File: config.mk
export PLATFORM = sky130hd
export DESIGN_NAME = pipe_ctrl
export DESIGN_NICKNAME = d
export VERILOG_FILES = /design/src/rtl/pipe_ctrl.sv
export SDC_FILE = /design/constraint.sdc
export NUM_CORES = 1
export LEC_CHECK = 0
export CORE_UTILIZATION = 56
export CTS_CLUSTER_DIAMETER = 40
export DETAILED_ROUTE_END_ITERATION = 8
export PLACE_DENSITY_LB_ADDON = 0.2
export SLEW_MARGIN = 20
export SYNTH_ARGS = -nofsm -noshare
export SYNTH_HDL_FRONTEND = slang
export SYNTH_SLANG_ARGS = --single-unit
File: constraint.sdc
create_clock -name clk -period 5.2 [get_ports clk]
set_clock_uncertainty 0.1 [all_clocks]
set_input_delay 1.04 -clock clk [delete_from_list [all_inputs] [get_ports clk]]
set_output_delay 1.04 -clock clk [all_outputs]
set_load 0.005 [all_outputs]
File: src/rtl/pipe_ctrl.sv
// rtl/pipe_ctrl.sv - pipeline stall/flush controller with post-reset hold and stall statistics
module pipe_ctrl #(
    parameter int STAGES      = 5,
    parameter int HOLD_CYCLES = 2,
    parameter int TIMEOUT     = 1023,
    parameter int CNT_W       = 32
) (
    input  logic              clk,
    input  logic              rst_n,
    input  logic              rdy,
    input  logic [STAGES-1:0] stall_req,
    input  logic [STAGES-1:0] flush_req,
    input  logic              clr_stats,
    output logic [STAGES-1:0] stall,
    output logic [STAGES-1:0] flush,
    output logic              hold_active,
    output logic [CNT_W-1:0]  stall_cycles,
    output logic              stall_timeout
);

    localparam int IDX_W  = $clog2(STAGES);
    localparam int HOLD_W = (HOLD_CYCLES > 0) ? $clog2(HOLD_CYCLES + 1) : 1;
    localparam logic [CNT_W-1:0] TO_VAL = CNT_W'(TIMEOUT);

    logic [HOLD_W-1:0] hold_cnt;
    logic              pend_valid;
    logic [IDX_W-1:0]  pend_idx;
    logic [CNT_W-1:0]  run_cnt;
    logic [CNT_W-1:0]  run_nxt;

    logic [STAGES-1:0] thermo;
    logic              blocked;
    logic              new_valid;
    logic [IDX_W-1:0]  new_idx;
    logic              cand_valid;
    logic [IDX_W-1:0]  cand_idx;
    logic              issue;
    logic              count_en;

    // Stage 0 has nothing younger to flush, so its request bit carries no meaning.
    logic flush_req0_unused;
    assign flush_req0_unused = flush_req[0];

    assign hold_active = (hold_cnt != '0);

    always_comb begin
        blocked = hold_active || !rdy;
        thermo  = '0;
        for (int j = 0; j < STAGES; j++) begin
            thermo[j] = |(stall_req >> j);
        end

        new_valid = 1'b0;
        new_idx   = '0;
        for (int i = 1; i < STAGES; i++) begin
            if (flush_req[i]) begin
                new_valid = 1'b1;
                new_idx   = IDX_W'(i);
            end
        end

        // The older of the new request and the pending one wins the single slot.
        cand_valid = new_valid || pend_valid;
        cand_idx   = (pend_valid && (!new_valid || pend_idx > new_idx)) ? pend_idx : new_idx;
        issue      = cand_valid && !blocked && !thermo[cand_idx];

        stall = blocked ? '1 : thermo;
        flush = '0;
        if (issue) begin
            for (int j = 0; j < STAGES; j++) begin
                if (IDX_W'(j) < cand_idx) begin
                    flush[j] = 1'b1;
                    stall[j] = 1'b0;
                end
            end
        end
    end

    always_comb begin
        count_en = (stall != '0) && !hold_active;
        run_nxt  = run_cnt;
        if (count_en) begin
            if (run_cnt != TO_VAL) begin
                run_nxt = run_cnt + CNT_W'(1);
            end
        end else if (stall == '0) begin
            run_nxt = '0;
        end
    end

    always_ff @(posedge clk or negedge rst_n) begin
        if (!rst_n) begin
            hold_cnt <= HOLD_W'(HOLD_CYCLES);
        end else if (hold_cnt != '0) begin
            hold_cnt <= hold_cnt - HOLD_W'(1);
        end
    end

    always_ff @(posedge clk or negedge rst_n) begin
        if (!rst_n) begin
            pend_valid <= 1'b0;
            pend_idx   <= '0;
        end else if (issue) begin
            pend_valid <= 1'b0;
        end else if (cand_valid) begin
            pend_valid <= 1'b1;
            pend_idx   <= cand_idx;
        end
    end

    always_ff @(posedge clk or negedge rst_n) begin
        if (!rst_n) begin
            stall_cycles  <= '0;
            run_cnt       <= '0;
            stall_timeout <= 1'b0;
        end else if (clr_stats) begin
            stall_cycles  <= '0;
            run_cnt       <= '0;
            stall_timeout <= 1'b0;
        end else begin
            if (count_en && stall_cycles != '1) begin
                stall_cycles <= stall_cycles + CNT_W'(1);
            end
            run_cnt <= run_nxt;
            if (TIMEOUT != 0 && count_en && run_nxt == TO_VAL) begin
                stall_timeout <= 1'b1;
            end
        end
    end

endmodule

# Word-level counts from Yosys, hierarchy flattened

Cells that the tools add are included.

Flip-flop bits (word level): 71
Input bits: 14
Output and inout bits: 44

$add $sub $neg: 3
$lt $le $gt $ge: 7
Equality and inequality tests: 3
Muxes and demuxes: 34
Bitwise operators: 1
Reduce and logical (&&, ||, !) cells: 25

Operators with widths:

| kind                                                       | count |
|---|---|
| two-way mux 32 bit                                         | 6 |
| adder 32 x 1 -> 32 bit, second input constant              | 2 |
| == test 32 x 10 -> 1 bit, second input constant            | 1 |
| != test 32 x 10 -> 1 bit, second input constant            | 1 |
| != test 32 bit, second input constant                      | 1 |
| two-way mux 1 bit                                          | 20 |
| two-way mux 5 bit                                          | 3 |
| nonzero test 2 bit                                         | 4 |
| logical AND 1 bit                                          | 6 |
| less-than comparator 1 x 3 -> 1 bit, first input constant  | 2 |
| less-than comparator 2 x 3 -> 1 bit, first input constant  | 2 |
| two-way mux 3 bit                                          | 2 |
| logical NOT 1 bit                                          | 5 |
| logical NOT 5 bit                                          | 1 |
| nonzero test 5 bit                                         | 1 |
| OR reduction 5 bit                                         | 1 |
| less-than comparator 3 x 4 -> 1 bit, second input constant | 1 |
| two-way mux 2 bit                                          | 2 |
| OR reduction 4 bit                                         | 1 |
| binary-select mux 1 bit (select 3 bit)                     | 1 |
| greater-than comparator 3 bit                              | 1 |
| logical OR 1 bit                                           | 3 |
| less-than comparator 3 bit, first input constant           | 1 |
| OR reduction 3 bit                                         | 1 |
| 4 further kinds                                            | 4 |

# Depth between registers and ports, before layout

Depth in word-level cells: 20
Gate-level depth with buffers: 14
Depth with buffers taken out: 12

# Least setup slack after synthesis

OpenSTA, ideal clock, no wires.

Path kind: in2out
Start point: input flush_req[4]
End point: output stall[1]
Arrival time: 3.948 ns
Data required time: 4.060 ns
Path slack: 0.112 ns
Cell stages on the path: 13
Buffers on the path: 3
Cell sequence: clkbuf_1 > nor2_1 > inv_1 > ha_1 > nand2_1 > or3_1 > o221ai_1 > mux2_2 > o311ai_1 > nor2_1 > clkbuf_1 > clkbuf_1 > nor2b_1

Cells in the longest elaborated chain, start to end: 10
Elaborated cells between the ends (all ways): 16

RTL lines:

| item                                                                      | line | text |
|---|---|---|
| start: declaration                                                        | 12   | `input logic [STAGES-1:0] flush_req,` |
| two-way mux 3 bit / two-way mux 1 bit (equally long branches)             | 56   | `if (flush_req[i]) begin` |
| greater-than comparator 3 bit / logical NOT 1 bit (equally long branches) | 64   | `cand_idx = (pend_valid && (!new_valid \|\| pend_idx > new_idx)) ? pend_idx : new_idx;` |
| logical OR 1 bit                                                          | 64   |  |
| logical AND 1 bit                                                         | 64   |  |
| two-way mux 3 bit                                                         | 64   |  |
| binary-select mux 1 bit (select 3 bit)                                    | 65   | `issue = cand_valid && !blocked && !thermo[cand_idx];` |
| two-way mux 1 bit (implied by the code)                                   | 65   |  |
| logical NOT 1 bit                                                         | 65   |  |
| logical AND 1 bit                                                         | 65   |  |
| two-way mux 5 bit (*)                                                     | 69   | `if (issue) begin` |
| end: declaration                                                          | 14   | `output logic [STAGES-1:0] stall,` |

Every way passes the cells marked *; elsewhere a longest branch is shown, timed or not. The select of a mux whose other input is x is not followed.

# Worst setup path after layout

Start point: input flush_req[1]
End point: output stall[4]

Cells in the longest elaborated chain, start to end: 13
Elaborated cells between the ends (all ways): 22

RTL lines:

| item                                                                        | line |
|---|---|
| two-way mux 1 bit                                                           | 56 |
| two-way mux 2 bit / two-way mux 1 bit (equally long branches) (2 in series) | 56 |
| two-way mux 3 bit / two-way mux 1 bit (equally long branches)               | 56 |
| greater-than comparator 3 bit / logical NOT 1 bit (equally long branches)   | 64 |
| logical OR 1 bit                                                            | 64 |
| logical AND 1 bit                                                           | 64 |
| two-way mux 3 bit                                                           | 64 |
| binary-select mux 1 bit (select 3 bit)                                      | 65 |
| two-way mux 1 bit (implied by the code)                                     | 65 |
| logical NOT 1 bit                                                           | 65 |
| logical AND 1 bit                                                           | 65 |
| two-way mux 5 bit (*)                                                       | 69 |

Marked as above.

==> out/qor.csv <==
stage,metric,value,unit
floorplan,Die Span X,93.07,um
sta,Final Hold Viols,0,
clocking,clk sinks,71,
global_routing,largest net degree at the start of global routing,41,
yosys,Yosys warning total,0,
cells_and_area,layout cell share with drive strength beyond 1,16.85,%
floorplan,row count,32,
min_path,min-delay worst type,reg -> reg,
yosys,asr flop ratio synth,100.0,%
critical_path,crit-path max cell delay,0.52,ns
cells_and_area,final core area utilization,74.79,%
placement,Post-DP HPWL,8.156,mm
critical_path,crit path DAT,3.77,ns
yosys,number of flops mapped to enable cells by yosys,0,
outcome,status,"finished, final reports clean",
floorplan,Die ar.,8662,um^2
routing,vias per cell,6.166,
yosys,top-count cell post-synth,nor2_1,
cells_and_area,Non-Filler Instances,731,
pwr,Gate power share,37.9,%
pwr,Seq pwr share,34.3,%
clocking,root buf cell,clkbuf_8,
cells_and_area,Ant. Diodes,0,
placement,Port Buf Inserts,56,
global_routing,total global routing overflow,0,
global_routing,initial antenna violation count,0,
global_routing,busiest grt layer,met2,
pwr,worst ir drop on vdd,0.0001732,V
critical_path,Crit path max-delay family,simple AND/OR/NAND/NOR gates,
clocking,CTS Buf Count,9,
global_routing,vias in the first global route,4208,
global_routing,GRT Overall Usage,28.79,%
pwr,net switching component of the power,0.6075,mW
critical_path,CP Data Required Time,4.06,ns
routing,post-route ant nets,0,
routing,drt wl/cell,16.21,um
cells_and_area,finished layout cell area,5899,um^2
yosys,Syn Inst Count,553,
yosys,syn_nets,572,
yosys,Syn Std Cell Area,4644,um^2
cells_and_area,area grow syn2layout,27.02,%
job,max cap viols,0,
sta,crit share post-route,94.51,%
pwr,Power Total,1.833,mW
pwr,Net Sw Frac,33.15,%
sta,Worst-Margin Slew,0.8526,ns
critical_path,CP cell instances,clkdlybuf4s50_1 -> nor3b_2 -> or3_4 -> mux2i_4 -> buf_4 -> mux2i_4 -> nor3_2 -> nor4b_2 -> buf_4 -> and3_4 -> nor2_1 -> dlygate4sd2_1,
yosys,"Seq/Total Area, Yosys",38.28,%
sta,RSZ-0062 raised after global routing,false,
global_routing,met1 Use GR,35.62,%
sta,Max-Slew Margin vs Limit,43.16,%
clocking,clk_lat worst skew,0.37,ns
critical_path,crit path capture type,primary output,
clocking,CTS tree,yes,
pwr,pwr dens,310.6,nW/um^2
yosys,Yosys top cell area share,37.72,%
placement,placed inst area,5404,um^2
critical_path,CP bufs+invs,4,
sta,Tmin final,4.915,ns
cells_and_area,# fillers,575,
critical_path,startpoint type of the worst setup path,input pin,
routing,Vias,4507,
pwr,clock network fraction of total power,27.8,%
pwr,leakage,2.356,nW
cells_and_area,Post-layout nets,643,
critical_path,CP Max Fanout,4,
routing,DR iter-0 viols,371,
floorplan,I/O Pins,58,
routing,first-pass detailed-route iteration total,6,
routing,WL final,11.85,mm
placement,routability cong.,1.029,
floorplan,core box area,7888,um^2
sta,setup violators final,0,
cells_and_area,area of the multi-input gates,2918,um^2
clocking,H-tree depth,3,
pwr,Internal Power,1.225,mW
yosys,Post-synth top cells,"nor2_1 (71), dfrtp_1 (70), nand2_1 (51)",
sta,Fmax achieved,0.2035,GHz
floorplan,Die Span Y,93.07,um
global_routing,grt met3 use,4.797,%
sta,setup_tns,0,ns
routing,Residual DRC,0,
yosys,post-synth cell types,51,
global_routing,routing usage on met2,48.96,%
global_routing,first-pass GRT wire length,19.49,mm
sta,final-report max-slew violation count,0,
floorplan,Initial Util,58.88,%
placement,Cells after DPL,708,
clocking,clk slew on worst S/H paths,0.08,ns
cells_and_area,register area,1778,um^2
critical_path,CP Class,in -> out,
critical_path,slowest stage cell on the critical path,clkdlybuf4s50_1,
clocking,CTS max path bufs,2,
yosys,Main synth FF type,dfrtp_1,
yosys,dominant cells by area after synthesis,"dfrtp_1 (38%), nor2_1 (5.7%), mux2_2 (4.4%)",
yosys,"flops & latches, synth",71,
yosys,Synth area leader,dfrtp_1,
yosys,Post-Syn Area per Cell,8.399,um^2
[worst reg2reg max path: stages (launching register included)]
cell and delay [ns]:
dfrtp_1 0.45, ha_1 0.33, buf_4 0.14, and3_4 0.22, o32ai_4 0.09, o221ai_4 0.24, buf_6 0.16, mux2i_4 0.24
buf_6 0.13, o311ai_4 0.08, buf_4 0.16, buf_4 0.13, o21ai_4 0.15, buf_4 0.27, or2_2 0.56, o21ba_2 0.25
[path summary, 6_finish.rpt]
path,startpoint,to,slack (ns),cells after the start
worst min-delay path,hold_cnt[0]$_DFFE_PN0P_,hold_cnt[0]$_DFFE_PN0P_,0.37,1
min in group asynchronous,rst_n,stall_cycles[20]$_DFFE_PN0P_,0.63,1
worst max register to register,pend_idx[2]$_DFFE_PN0P_,run_cnt[30]$_DFF_PN0_,1.40,15
worst max-delay path,flush_req[1],stall[4],0.29,12
max in group asynchronous,rst_n,hold_cnt[1]$_DFFE_PN1P_,3.37,2
worst min register to register,hold_cnt[0]$_DFFE_PN0P_,hold_cnt[0]$_DFFE_PN0P_,0.37,1
[kinds of logic after synthesis]
kind of cell             count (synthesis)  synth area share, %
XOR/XNOR                                36                6.789
buffers and inverters                   40                3.421
AO/OA/AOI/OAI                           74                10.61
AND/OR/NAND/NOR                        300                33.24
adder cells (fa/ha/maj)                  5                1.347
multiplexers                            27                6.304
flip-flops                              71                38.28
[power by group through the flow]
| stage | logic, mW | registers [mW] | clock network (mW) |
|---|---|---|---|
| 4_1_cts | 0.648 | 0.623 | 0.520 |
| 2_1_floorplan | 0.268 | 0.616 | 0 |
| 5_1_grt | 0.740 | 0.632 | 0.542 |
| 3_5_place_dp | 0.514 | 0.627 | 0 |
| 6_report | 0.694 | 0.628 | 0.510 |
| 3_3_place_gp | 0.493 | 0.625 | 0 |
[placed cells by master (no fill, tap or decap), types with 4 or more instances in the layout]
master and n:
nor4_1 8, nand3_1 25, nand4_1 20, nor2b_1 18
dlygate4sd2_1 9, nand2_1 51, or3_1 14, and2_1 4
buf_4 30, nand2b_1 4, nor3_1 33, or2_2 10
mux2_2 16, a21oi_1 25, ha_1 4, mux2i_1 5
or4_1 15, nor2_1 69, xnor2_1 20, clkdlybuf4s50_1 43
dfrtp_1 70, xor2_1 16, mux2i_4 4, clkbuf_8 11
o21ai_0 15, and3_1 8, o31ai_1 10, inv_1 12
[final cells by class]
type	instances	area share, %
Sequential cell	71	30.14
Clock buffer	11	2.566
Clock inverter	5	1.357
Tap cell	102	2.163
Inverter	12	0.7635
Timing Repair Buffer	88	13.55
Multi-Input combinational cell	442	49.46
[stage by stage]
stage,hold WS (ns),setup slack (ns)
global route,0.3903,0.1642
detailed placement,0.3582,-0.4926
finish,0.3698,0.2854
global placement,0.3516,-0.3965
floorplan,0.3375,0.1117
CTS,0.3731,-0.04582
[state kept, by name, indices dropped and copies added, names as in the netlist]
register,flops
run_cnt,32
stall_cycles,32
pend_idx,3
hold_cnt,2
pend_valid,1
stall_timeout,1
[routing by layer]
layer | vias to the layer above | wire length [um]
li1 | 2139 | -
met1 | 2151 | 4974
met2 | 175 | 5806
met3 | 42 | 668
met4 | 0 | 401
met5 | - | 0
[timing repair]
action / 4_1_cts / 5_1_grt
hold buffers: 0 / 0
buffers inserted: 5 / 2
gates resized for setup: 38 / 8
setup endpoints to repair: 10 / 9
pin swaps: 8 / 4
Note: power is estimated with default switching activity, not from simulation.
